## src/rtl/fixed_point_pkg.sv

```systemverilog
// Shared types and helpers for the fixed-point iterative MAC family.
package fixed_point_pkg;

    typedef enum logic [1:0] {
        FXP_MUL = 2'd0,
        FXP_MAC = 2'd1,
        FXP_CLR = 2'd2
    } fxp_op_t;

    typedef enum logic [1:0] {
        IDLE = 2'd0,
        CALC = 2'd1,
        DONE = 2'd2
    } fxp_mac_state_t;

    // Number of shift-add iterations for a width consumed radix_bits at a time.
    function automatic int iter_count(input int width, input int radix_bits);
        return width / radix_bits;
    endfunction

endpackage

```

## src/rtl/fixed_point_sat.sv

```systemverilog
// Combinational clamp of a w-bit signed value into the n-bit two's complement range.
module fixed_point_sat #(
    parameter int n = 32,
    parameter int w = 64
) (
    input  logic signed [w-1:0] din,
    output logic        [n-1:0] dout
);

    localparam int HW = w - n + 1;

    logic [HW-1:0] head;

    // In range exactly when every bit from the n-bit sign position upward agrees.
    assign head = din[w-1:n-1];

    always_comb begin
        if (head == '0 || head == '1) begin
            dout = din[n-1:0];
        end else if (din[w-1]) begin
            dout = {1'b1, {(n-1){1'b0}}};
        end else begin
            dout = {1'b0, {(n-1){1'b1}}};
        end
    end

endmodule

```

## src/rtl/fixed_point_iterative_mac.sv

```systemverilog
// Iterative radix-2^k signed fixed-point multiply/accumulate with val/rdy streams.
// Optional saturation of product and accumulator: define FIXED_POINT_ITERATIVE_MAC_SAT_EN.
module fixed_point_iterative_mac
    import fixed_point_pkg::*;
#(
    parameter int n = 32,
    parameter int d = 16,
    parameter int k = 1
) (
    input  logic         clk,
    input  logic         reset,
    input  logic         recv_val,
    output logic         recv_rdy,
    input  logic [n-1:0] a,
    input  logic [n-1:0] b,
    input  logic [1:0]   op,
    output logic         send_val,
    input  logic         send_rdy,
    output logic [n-1:0] c
);

    localparam int ITER = iter_count(n, k);
    localparam int CW   = $clog2(ITER) + 1;
    localparam logic [CW-1:0] LAST_CNT = CW'(ITER - 1);

    fxp_mac_state_t state_reg, state_next;
    fxp_op_t        op_reg;

    logic signed [2*n-1:0] mcand_reg;
    logic signed [2*n-1:0] prod_reg;
    logic        [n-1:0]   mplier_reg;
    logic        [CW-1:0]  cnt_reg;
    logic        [n-1:0]   acc_reg;
    logic        [n-1:0]   c_reg;

    logic                  last_iter;
    logic        [k-1:0]   digit;
    logic signed [k:0]     digit_ext;
    logic signed [2*n-1:0] digit_wide;
    logic signed [2*n-1:0] partial;
    logic signed [2*n-1:0] prod_sum;
    logic        [n-1:0]   prod_n;
    logic        [n-1:0]   mac_n;

    // The top digit of b carries the sign weight, so it is taken as signed; the rest are unsigned.
    assign last_iter  = (cnt_reg == LAST_CNT);
    assign digit      = mplier_reg[k-1:0];
    assign digit_ext  = last_iter ? {digit[k-1], digit} : {1'b0, digit};
    assign digit_wide = (2*n)'(digit_ext);
    assign partial    = mcand_reg * digit_wide;
    assign prod_sum   = prod_reg + partial;

`ifdef FIXED_POINT_ITERATIVE_MAC_SAT_EN
    logic signed [2*n-1:0] prod_shifted;
    logic signed [n:0]     mac_wide;

    assign prod_shifted = prod_sum >>> d;
    assign mac_wide     = {acc_reg[n-1], acc_reg} + {prod_n[n-1], prod_n};

    fixed_point_sat #(.n(n), .w(2*n)) u_sat_prod (
        .din  (prod_shifted),
        .dout (prod_n)
    );

    fixed_point_sat #(.n(n), .w(n+1)) u_sat_acc (
        .din  (mac_wide),
        .dout (mac_n)
    );
`else
    // Floor shift then truncate is just a bit-select of the exact product.
    assign prod_n = prod_sum[n+d-1:d];
    assign mac_n  = acc_reg + prod_n;
`endif

    always_ff @(posedge clk or posedge reset) begin
        if (reset) begin
            state_reg <= IDLE;
        end else begin
            state_reg <= state_next;
        end
    end

    always_comb begin
        state_next = state_reg;
        recv_rdy   = 1'b0;
        send_val   = 1'b0;
        case (state_reg)
            IDLE: begin
                recv_rdy = 1'b1;
                if (recv_val) begin
                    state_next = (op == FXP_CLR) ? DONE : CALC;
                end
            end
            CALC: begin
                if (last_iter) begin
                    state_next = DONE;
                end
            end
            DONE: begin
                send_val = 1'b1;
                if (send_rdy) begin
                    state_next = IDLE;
                end
            end
            default: state_next = IDLE;
        endcase
    end

    always_ff @(posedge clk or posedge reset) begin
        if (reset) begin
            op_reg     <= FXP_MUL;
            mcand_reg  <= '0;
            prod_reg   <= '0;
            mplier_reg <= '0;
            cnt_reg    <= '0;
            acc_reg    <= '0;
            c_reg      <= '0;
        end else begin
            case (state_reg)
                IDLE: begin
                    if (recv_val) begin
                        mcand_reg  <= {{n{a[n-1]}}, a};
                        mplier_reg <= b;
                        prod_reg   <= '0;
                        cnt_reg    <= '0;
                        if (op == FXP_MAC) begin
                            op_reg <= FXP_MAC;
                        end else if (op == FXP_CLR) begin
                            op_reg <= FXP_CLR;
                        end else begin
                            op_reg <= FXP_MUL;
                        end
                        if (op == FXP_CLR) begin
                            acc_reg <= '0;
                            c_reg   <= '0;
                        end
                    end
                end
                CALC: begin
                    prod_reg   <= prod_sum;
                    mcand_reg  <= mcand_reg << k;
                    mplier_reg <= mplier_reg >> k;
                    cnt_reg    <= cnt_reg + 1'b1;
                    if (last_iter) begin
                        if (op_reg == FXP_MAC) begin
                            acc_reg <= mac_n;
                            c_reg   <= mac_n;
                        end else begin
                            c_reg   <= prod_n;
                        end
                    end
                end
                default: begin
                end
            endcase
        end
    end

    assign c = c_reg;

endmodule

```

## config.mk

```make
export PLATFORM = sky130hd
export DESIGN_NAME = fixed_point_iterative_mac
export DESIGN_NICKNAME = d
export VERILOG_FILES = /design/src/rtl/fixed_point_pkg.sv /design/src/rtl/fixed_point_sat.sv /design/src/rtl/fixed_point_iterative_mac.sv
export SDC_FILE = /design/constraint.sdc
export NUM_CORES = 1
export LEC_CHECK = 0
export CORE_MARGIN = 1.5
export CORE_UTILIZATION = 50
export CTS_CLUSTER_DIAMETER = 100
export DETAILED_ROUTE_END_ITERATION = 16
export HOLD_SLACK_MARGIN = 0.15
export PLACE_DENSITY = 0.7
export SYNTH_ARGS = -nofsm -noshare
export SYNTH_HDL_FRONTEND = slang
export SYNTH_SLANG_ARGS = --single-unit
```

## constraint.sdc

```tcl
create_clock -name clk -period 8.96 [get_ports clk]
set_clock_uncertainty 0.2 [all_clocks]
set_input_delay 1.792 -clock clk [delete_from_list [all_inputs] [get_ports clk]]
set_output_delay 1.792 -clock clk [all_outputs]
set_load 0.05 [all_outputs]
```

-- After elaboration in Yosys (flattened, before gate mapping)
Cells that the tools add are included.
- logic and storage cells: 56
- input bits: 70
- bits in registers: 234
- output and inout port bits: 34
- multiplexer cells: 26
- eq/ne operators: 11
- multiply operators: 1
- reduce and logical (&&, ||, !) cells: 7
- add/sub/neg operators: 3
- operators by type and width (cell ; number):
    $pmux W64 S2 ; 2
    $mux W32 ; 7
    $pmux W32 S2 ; 3
    $mux W64 ; 2
    $add A64 B64 Y64 ; 1
    $mul A64 B2 Y64 ; 1
    $add A32 B32 Y32 ; 1
    $mux W2 ; 7
    $pmux W6 S2 ; 1
    $ne A2 B2 Y1 const B ; 5
    $add A6 B1 Y6 const B ; 1
    $eq A2 B1 Y1 const B ; 3
    $eq A6 B5 Y1 const B ; 1
    $mux W6 ; 1
    $pmux W2 S3 ; 1
    $reduce_and A5 Y1 ; 1
    $eq A2 B2 Y1 const B ; 2
    $reduce_and A2 Y1 ; 2
    $reduce_and A4 Y1 ; 1
    $reduce_and A3 Y1 ; 1
    $logic_not A2 Y1 ; 1
    $mux W1 ; 2
    $reduce_bool A2 Y1 ; 1

-- Longest topological paths before layout
Gate-level depths: netlist of the first run.
- depth after elaboration: 8
- gate-level depth with buffers: 30

-- Least setup slack after synthesis of the first run
OpenSTA, ideal clock, no wires.
- kind: flip-flop to flip-flop
- from: reg cnt_reg[0]
- to: reg c_reg[24], in the netlist c[24]
- cell stages (with the launch flop): 28
- slack: 2719 ps
- period minus slack after synthesis: 6241 ps
- setup time: 120 ps
- arrival time: 5922 ps
- cells stage by stage: dfrtp_1 -> ha_1 -> nand3_1 -> clkbuf_1 -> clkbuf_1 -> or3_1 -> fa_1 -> inv_1 -> ha_1 -> clkbuf_1 -> a21o_1 -> a21o_1 -> a21oi_1 -> o211ai_1 -> nand3_1 -> o21a_1 -> xnor2_1 -> ha_1 -> a2111o_1 -> a311o_1 -> a41oi_2 -> o21ai_2 -> a311oi_4 -> o21ai_2 -> nor2_2 -> xnor2_1 -> a22o_1 -> a31o_1
- cells in the longest elaborated chain, start to end: 8
- ends and longest elaborated chain (item ; RTL line ; source):
    from (decl) ; fixed_point_iterative_mac.sv:32 ; logic [CW-1:0] cnt_reg;
    from (signal assigned) ; fixed_point_iterative_mac.sv:143 ; cnt_reg <= cnt_reg + 1'b1;
    $eq A6 B5 Y1 * ; fixed_point_iterative_mac.sv:46 ; assign last_iter = (cnt_reg == LAST_CNT);
    $mux W2 ; fixed_point_iterative_mac.sv:48 ; assign digit_ext = last_iter ? {digit[k-1], digit} : {1'b0, digit};
    $mul A64 B2 Y64 ; fixed_point_iterative_mac.sv:50 ; assign partial = mcand_reg * digit_wide;
    $add A64 B64 Y64 ; fixed_point_iterative_mac.sv:51 ; assign prod_sum = prod_reg + partial;
    $add A32 B32 Y32 ; fixed_point_iterative_mac.sv:72 ; assign mac_n = acc_reg + prod_n;
    $mux W32 ; fixed_point_iterative_mac.sv:145 ; if (op_reg == FXP_MAC) begin
    $mux W32 ; fixed_point_iterative_mac.sv:144 ; if (last_iter) begin
    $pmux W32 S2 ; fixed_point_iterative_mac.sv:119 ; case (state_reg)
    to (signal assigned) ; fixed_point_iterative_mac.sv:147 ; c_reg <= mac_n;
    to (signal assigned) ; fixed_point_iterative_mac.sv:149 ; c_reg <= prod_n;
    to (decl) ; fixed_point_iterative_mac.sv:34 ; logic [n-1:0] c_reg;
Every way passes the cells marked *; elsewhere a longest branch is shown, timed or not. The select of a mux whose other input is x is not followed.
A chain may end at the register's enable or synchronous reset.

-- Final worst setup path of the first run
- from: reg cnt_reg[0]
- to: reg c_reg[31], in the netlist c[31]
The elaborated chain is that of the path after synthesis.

==> flow_summary.ini, run 1 <==
[yosys]
post_synth_inst_count = 1691
synth_edf_count = 0
mappedNetlistNets = 1891
yosysWarningCount = 0
yosysUniqueCellTypes = 75
ys_seq_elements = 202
synth.cell_area_um2 = 14470
synth_flop_cell = sky130_fd_sc_hd__dfrtp_1
syn-mean-instance-area_um2 = 8.556
synth.yosys.seq_area_share_pct = 34.94
postSynth.asyncResetShare_pct = 100.0

[clocking]
tritoncts.num_buffers = 24
cts-root-to-sink-buffers = 3
clock-sinks = 202
hold_buffers = 0
cts_resized = 0
clk_root_buffer_cell = sky130_fd_sc_hd__clkbuf_16
post-cts-setup-buffer-count = 0
worstSkewPairLatency_ps = 540
clock_tree_from_tritoncts = built
worst_setup_hold_path_clk_slew_ps = 60
htree_levels = 1

[floorplanning]
dieHeight_um = 173.1
fp-row-count = 62
dieArea_um2 = 29970
initial_core_util_pct = 50.55
top_level_ports = 104
fp.coreArea_um2 = 28630
fp.dieW_um = 173.1

[sta]
final_min_period_over_clock_period_pct = 82.07
final_sum_of_negative_setup_slack_ps = 0
worst_slew_pin_slew_ps = 976.3
max_slew_margin_pct = 34.67
rsz0062_at_grt = false
fmax_ghz = 0.1360
timing.final.crit_period_ps = 7354
final-max-slew-violation-count = 0
setup-violations-final = 0
hold_violations = 0

[critical_path]
path_delay_family = compound AO/OA/AOI/OAI gates
worstRegToRegCells = 27
worst_path_most_repeated_cell = sky130_fd_sc_hd__ha_1
cp_data_required_time_ps = 9180
critical_path.reg2reg.endpoint = c[31]
critical_path.endpoint_type = flop
critical-path-slowest-cell = sky130_fd_sc_hd__nor3b_1
timing.setup.critical_path_class = reg2reg
r2r_setup_slack_ps = 1610
critical_path.startpoint_type = flop
max_stage_delay_on_crit_path_ps = 610
crit-reg2reg-launch = cnt_reg[0]
worstSetupPathDepth = 27
critPathBufInv = 2
critPathMaxFanout = 49
cp.arrival_ps = 7570

[global_route]
grt_max_degree = 133
grt_first_pass_wirelength_um = 63450
grt_overflow = 0
grt_use_total_pct = 25.69
initial_antenna_violation_count = 0
first_global_vias = 12470

[route]
postRouteWirelength_um = 37750
wl_met1_um = 18020
drt_first_pass_iters = 7
drt.antenna.violating_nets = 0
drc = 0
highest-signal-layer = met4
wl_met3_um = 2005
route.vias.total = 12440
drt-initial-drc-count = 898
routed_via_density = 5.814
detailroute.wirelength.met2_um = 16710
drt-wirelength-per-cell_um = 17.65

[place]
port_buffers = 103
gp_congestion = 0.9402
place_hpwl_um = 26660

[cells_and_area]
num-fill-cells = 2620
most-common-layout-cells = sky130_fd_sc_hd__nand2_1, sky130_fd_sc_hd__dfrtp_1, sky130_fd_sc_hd__inv_1
finalNetCount = 1938
multi_input_area_um2 = 8431
register_area_um2 = 5055
share_of_layout_cells_above_drive_strength_1_pct = 4.501
mostFrequentLayoutCell = sky130_fd_sc_hd__nand2_1
area.growth.synth_to_final_pct = 14.20
antenna-diode-count = 0

[min_path]
worst_hold_path.endpoint = c[15]
hold_path.class = reg2reg
hold_path_startpoint = c[15]
hold_path_depth = 2

[outcome]
status = complete, no violations

[job]
cap_violations = 0
## metal layers
layer	global-route usage, %	up-vias
li1	-	5966
met1	36.81	6040
met3	3.540	73
met4	7.246	0
met2	40.78	358
met5	0	-
## synth_stat cells, types with 27 or more instances
cell	n	share of area (%)
sky130_fd_sc_hd__nand2_1	251	6.5
sky130_fd_sc_hd__dfrtp_1	202	35
sky130_fd_sc_hd__inv_1	164	4.3
sky130_fd_sc_hd__o21ai_0	111	3.8
sky130_fd_sc_hd__nor2_1	109	2.8
sky130_fd_sc_hd__a21oi_1	97	3.4
sky130_fd_sc_hd__clkbuf_1	83	2.2
sky130_fd_sc_hd__ha_1	82	7.1
sky130_fd_sc_hd__or3_1	52	2.2
sky130_fd_sc_hd__xnor2_1	51	3.1
sky130_fd_sc_hd__fa_1	48	6.6
sky130_fd_sc_hd__a21o_1	40	2.1
sky130_fd_sc_hd__a22oi_1	39	2.0
sky130_fd_sc_hd__o22ai_1	39	1.7
sky130_fd_sc_hd__a22o_1	32	1.9
sky130_fd_sc_hd__nand3_1	32	1.1
sky130_fd_sc_hd__xor2_1	27	1.6
## through the flow
stage	cells	utilization (%)	area [um2]	hold WS, ps	worst slack (ps)
6_report	2139	57.72	16520	275.5	1606
2_1_floorplan	1691	-	14470	254.1	1457
3_5_place_dp	2096	54.93	15730	270.1	1626
3_3_place_gp	2096	54.93	15730	261.2	1949
5_1_grt	2139	57.72	16520	303.5	922.9
4_1_cts	2139	57.72	16520	283.7	1596
## worst register-to-register path: cells and delay by family (launching register included)
| family | cells | cell delay [ps] |
|---|---|---|
| xor gates and xnor gates | 2 | 300 |
| adders and majority gates | 4 | 1350 |
| AOI/OAI and AO/OA | 10 | 2470 |
| DFF | 1 | 380 |
| buffers and inverters | 2 | 340 |
| and+or+nand+nor | 9 | 2190 |
## area by class of cell
type                            instances  share of cell area [%]
Clock buffer                           38                   4.437
Clock inverter                          5                  0.3938
Inverter                              164                   3.771
Multi-Input combinational cell       1229                   51.02
Sequential cell                       202                   30.59
Tap cell                              384                   2.908
Timing Repair Buffer                  117                   6.876
## worst max-delay path by stage
stage / startpoint / slack, ps / end
after global placement: cnt_reg[0] / 1950 / c[31]
after floorplan: reset / 1460 / acc_reg[0]
after CTS: cnt_reg[0] / 1600 / c[31]
after global routing: cnt_reg[0] / 920 / c[31]
final: cnt_reg[0] / 1610 / c[31]
after detailed placement: cnt_reg[0] / 1630 / c[31]
## cell families after synthesis
kind of cell	count (synthesis)	synth area share (%)
and+or+nand+nor	522	16.26
AOI/OAI and AO/OA	485	22.36
buffers and inverters	260	7.022
DFF	202	34.94
adders and majority gates	130	13.73
xor gates and xnor gates	78	4.722
muxes	14	0.9685
Power of run 1 is not shown: default switching activity piles up to over one toggle a cycle in this logic, so the estimate is an artifact.
==> inputs of run 2 (changes only) <==
Settings changed: PLACE_DENSITY 0.7 to 0.72.
Clock period 8.96 ns to 5.9 ns, I/O delays scaled along.
==> run 2 against run 1 <==
Net effect: sequential share of layout area shrank 5.0 points; via count grew 11%; die area is the same; final area grew 20%; flip-flop and latch count is the same; the flow now finishes with violations (negative setup slack); utilization grew 11 points; register-to-register slack lost 2000 ps; critical endpoint unchanged; clock-buffer cell count shrank 6; routed wire length grew 15%; critical path depth grew 2; fmax grew 17%; worst setup slack lost 2000 ps.
==> flow_summary.ini, run 2 (same netlist as run 1, synthesis figures left out) <==
[global_route]
first_global_vias = 13570
grt_first_pass_wirelength_um = 69830
initial_antenna_violation_count = 0
grt_use_total_pct = 28.54
grt_overflow = 0
grt_max_degree = 111

[critical_path]
critical_path.startpoint_type = flop
critical_path.endpoint_type = flop
timing.setup.critical_path_class = reg2reg
critPathMaxFanout = 4
cp_data_required_time_ps = 6110
critical-path-slowest-cell = sky130_fd_sc_hd__fa_1
max_stage_delay_on_crit_path_ps = 460
cp.arrival_ps = 6490

[sta]
fin_hold_ws_ps = 280.0
fmax_ghz = 0.1593
max_slew_margin_pct = 28.10
final-max-slew-violation-count = 0
worst_slew_pin_slew_ps = 1076
worst_slack_ps = -378.7
final_min_period_over_clock_period_pct = 106.4
timing.final.crit_period_ps = 6279
rsz0062_at_grt = true
setup-violations-final = 29
hold_violations = 0

[job]
cap_violations = 0

[floorplanning]
dieHeight_um = 173.1
fp.coreArea_um2 = 28630
top_level_ports = 104
initial_core_util_pct = 50.55
fp-row-count = 62
dieArea_um2 = 29970
fp.dieW_um = 173.1

[route]
drc = 0
drt_first_pass_iters = 6
drt.antenna.violating_nets = 0
postRouteWirelength_um = 43550
routed_via_density = 5.663
drt-initial-drc-count = 1291
route.vias.total = 13830
drt-wirelength-per-cell_um = 17.83

[place]
port_buffers = 103
gp_congestion = 0.9430
place_hpwl_um = 30590

[cells_and_area]
mostFrequentLayoutCell = sky130_fd_sc_hd__buf_4
antenna-diode-count = 0
area.growth.synth_to_final_pct = 36.77
num-fill-cells = 2223
most-common-layout-cells = sky130_fd_sc_hd__buf_4, sky130_fd_sc_hd__nand2_1, sky130_fd_sc_hd__dfrtp_1
finalNetCount = 2243
share_of_layout_cells_above_drive_strength_1_pct = 24.88

[clocking]
worstSkewPairLatency_ps = 530
cts-root-to-sink-buffers = 3
clock_tree_from_tritoncts = built
htree_levels = 1
clk_root_buffer_cell = sky130_fd_sc_hd__clkbuf_16
tritoncts.num_buffers = 24
hold_buffers = 0
clock-sinks = 202
worst_setup_hold_path_clk_slew_ps = 60

[min_path]
hold_path.class = reg2reg

[outcome]
violations = negative setup slack
status = finished with violations
## run 2: changes by cell type in the layout (fill, tap and decap cells not counted), moves of 10 or more
cell and change:
sky130_fd_sc_hd__buf_4 +290, sky130_fd_sc_hd__a21oi_1 -28, sky130_fd_sc_hd__o21ai_0 -27, sky130_fd_sc_hd__a21oi_2 +24, sky130_fd_sc_hd__ha_1 -20, sky130_fd_sc_hd__o21ai_1 +20, sky130_fd_sc_hd__xnor2_1 -18, sky130_fd_sc_hd__ha_4 +17
sky130_fd_sc_hd__xnor2_2 +16, sky130_fd_sc_hd__buf_6 +10
## run 2: final cells by class
type	instances	area [um2]	share of cell area, %
Clock buffer	32	660.6	3.338
Clock inverter	9	111.4	0.5627
Inverter	164	619.3	3.130
Multi-Input combinational cell	1230	9354	47.27
Sequential cell	202	5055	25.54
Tap cell	384	480.5	2.428
Timing Repair Buffer	421	3508	17.73
## run 2: what timing repair did
action | 4_1_cts | 5_1_grt
setup buffers | 31 | 16
pin swaps | 71 | 77
gates cloned | 2 | 0
setup endpoints to repair | 36 | 45
resized for setup | 92 | 92
## run 2: final timing paths
| kind | slack [ps] | endpoint | cells after the start | start |
|---|---|---|---|---|
| min | 280 | c[27] | 2 | c[27] |
| max reg2reg | -380 | c[31] | 29 | cnt_reg[0] |
| max in group asynchronous | 3430 | acc_reg[28] | 4 | reset |
| min reg2reg | 280 | c[27] | 2 | c[27] |
| max | -380 | c[31] | 29 | cnt_reg[0] |
| min in group asynchronous | 950 | prod_reg[12] | 3 | reset |
## run 2: metrics by stage
| stage | area [um2] | instances | util [%] | setup TNS (ps) | worst slack, ps |
|---|---|---|---|---|---|
| final | 19790 | 2442 | 69.13 | -6164 | -378.7 |
| after global routing | 19790 | 2442 | 69.13 | -13130 | -600.1 |
| after CTS | 19240 | 2428 | 67.21 | -2955 | -253.3 |
| after detailed placement | 17760 | 2355 | 62.03 | -8211 | -450.7 |
| after global placement | 17760 | 2355 | 62.03 | -5103 | -329.1 |
| after floorplan | 14590 | 1691 | - | -109.2 | -74.47 |
## run 2: metal layers
metal  share of wire (%)  vias up  track usage [%]
met5                   0        -                0
met4                 2.3        0            6.558
met3                 5.3       78            3.738
met2                  46      417            46.76
met1                  46     6756            40.38
li1                    -     6577                -
## run 2: critical path: cells and delay by family, from the launching register on
kind                       cells  cell delay (ps)
DFF                            1              390
AOI/OAI and AO/OA             11             2160
and+or+nand+nor                9             1440
buffers and inverters          3              460
adders and majority gates      4             1200
xor gates and xnor gates       2              300
Power of run 2 is left out for the same reason.
==> inputs of run 3 (changes only) <==
Settings changed: CORE_ASPECT_RATIO from default to 1.5.
==> run 3 against run 2 <==
Net effect: the flow still finishes with violations (negative setup slack); non-clock buffer count down 27; worst hold slack worse by 2.5 ps; fmax up 0.24%; die area about the same; first-iteration DRC count down 55%; sequential share of layout area up 0.46 points; global-route usage down 0.16 points; clock-buffer cell count down 3; final area down 1.8%; register-to-register slack about the same; critical path depth down 1; flip-flop and latch count unchanged; critical path type unchanged; critical endpoint unchanged.
==> flow_summary.ini, run 3 (same netlist as run 1, synthesis figures left out) <==
[outcome]
status = finished with violations
violations = negative setup slack

[global_route]
grt_use_total_pct = 28.38
initial_antenna_violation_count = 0
grt_overflow = 0
grt_max_degree = 130
grt_first_pass_wirelength_um = 68400
first_global_vias = 13750

[cells_and_area]
share_of_layout_cells_above_drive_strength_1_pct = 22.32
mostFrequentLayoutCell = sky130_fd_sc_hd__buf_4
postLayoutCellArea_um2 = 19440
most-common-layout-cells = sky130_fd_sc_hd__buf_4, sky130_fd_sc_hd__nand2_1, sky130_fd_sc_hd__dfrtp_1
antenna-diode-count = 0
area.growth.synth_to_final_pct = 34.33
finalNetCount = 2214

[floorplanning]
dieArea_um2 = 29990
fp.coreArea_um2 = 28620
fp-row-count = 76
fp.dieW_um = 141.9
initial_core_util_pct = 50.55
top_level_ports = 104
dieHeight_um = 211.3

[critical_path]
critPathMaxFanout = 5
cp_data_required_time_ps = 6130
max_stage_delay_on_crit_path_ps = 530
critical-path-slowest-cell = sky130_fd_sc_hd__fa_1
path_delay_family = compound AO/OA/AOI/OAI gates
critical_path.startpoint_type = flop
crit-reg2reg-launch = cnt_reg[0]
critPathBufInv = 4
critical_path.endpoint_type = flop
critical_path.reg2reg.endpoint = c[31]
timing.setup.critical_path_class = reg2reg
r2r_setup_slack_ps = -360
cp.arrival_ps = 6500
worstRegToRegCells = 28

[route]
drt.antenna.violating_nets = 0
route.vias.total = 13660
drt-wirelength-per-cell_um = 17.58
detailroute.wirelength.met2_um = 21560
highest-signal-layer = met4
wl_met1_um = 17700
drt-initial-drc-count = 577
drc = 0
wl_met3_um = 1888
postRouteWirelength_um = 42540
routed_via_density = 5.645
drt_first_pass_iters = 5

[clocking]
clock_tree_from_tritoncts = built
worst_setup_hold_path_clk_slew_ps = 70
clk_root_buffer_cell = sky130_fd_sc_hd__clkbuf_16
htree_levels = 1
clock-sinks = 202
worstSkewPairLatency_ps = 540
tritoncts.num_buffers = 22
cts-root-to-sink-buffers = 3
hold_buffers = 0

[sta]
worst_slack_ps = -363.9
worst_slew_pin_slew_ps = 1075
final_min_period_over_clock_period_pct = 106.2
rsz0062_at_grt = true
final-max-slew-violation-count = 0
hold_violations = 0
max_slew_margin_pct = 28.05
timing.final.crit_period_ps = 6264
fmax_ghz = 0.1596
setup-violations-final = 32

[min_path]
hold_path_startpoint = c[7]
hold_path.class = reg2reg
worst_hold_path.endpoint = c[7]
hold_path_depth = 2

[place]
gp_congestion = 0.9316
placed_cell_area_um2 = 17690
port_buffers = 103
place_hpwl_um = 30710

[job]
cap_violations = 0
## run 3: changes by cell type in the layout (fill, tap and decap cells not counted), sizes merged
| cell | delta |
|---|---|
| clkinv | -2 |
| buf | -28 |
| bufinv | +2 |
| clkinvlp | +2 |
| clkbuf | -2 |
## run 3: worst min-delay path, cell delays in order (launching register included)
cell and delay (ps):
sky130_fd_sc_hd__dfrtp_1 340, sky130_fd_sc_hd__nand2_1 50, sky130_fd_sc_hd__o21ai_0 60
## run 3: cell type report
class | instances | area [um2]
repair buffers | 394 | 3288
inverters | 164 | 619.3
fillers | 2300 | 9186
multi-input cells | 1230 | 9189
clock buffers | 29 | 616.8
well taps | 390 | 488.0
clock inverters | 11 | 180.2
flip-flops and latches | 202 | 5055
## run 3: routing by layer
metal | vias up | GRT usage (%)
met5 | - | 0
met4 | 0 | 10.74
met3 | 101 | 3.189
met2 | 367 | 50.14
met1 | 6680 | 35.51
li1 | 6512 | -
## run 3: through the flow
step / hold WS (ps) / setup WS [ps] / TNS (ps) / cells / utilization, %
finish: 277.5 / -363.9 / -5154 / 2420 / 67.91
global route: 300.8 / -653.3 / -14360 / 2420 / 67.91
CTS: 283.8 / -207.3 / -1893 / 2402 / 65.95
detailed placement: 269.8 / -452.0 / -6944 / 2350 / 61.80
global placement: 262.8 / -340.1 / -4511 / 2350 / 61.80
floorplan: 254.1 / -74.47 / -109.2 / 1691 / -
## run 3: worst max-delay path by stage
stage          startpoint    end  slack (ps)  cells after the start
4_1_cts        cnt_reg[0]  c[26]        -210                     25
2_1_floorplan  cnt_reg[0]  c[24]         -70                     27
6_report       cnt_reg[0]  c[31]        -360                     28
3_5_place_dp   cnt_reg[1]  c[22]        -450                     23
5_1_grt        cnt_reg[0]  c[31]        -650                     28
3_3_place_gp   cnt_reg[0]  c[31]        -340                     27
## run 3: repair_timing
| item | 4_1_cts | 5_1_grt |
|---|---|---|
| setup buffers | 12 | 17 |
| pin swaps | 18 | 38 |
| resized for setup | 52 | 88 |
| cloned | 0 | 2 |
| endpoints found under the setup margin | 32 | 47 |
Power of run 3 is left out for the same reason.
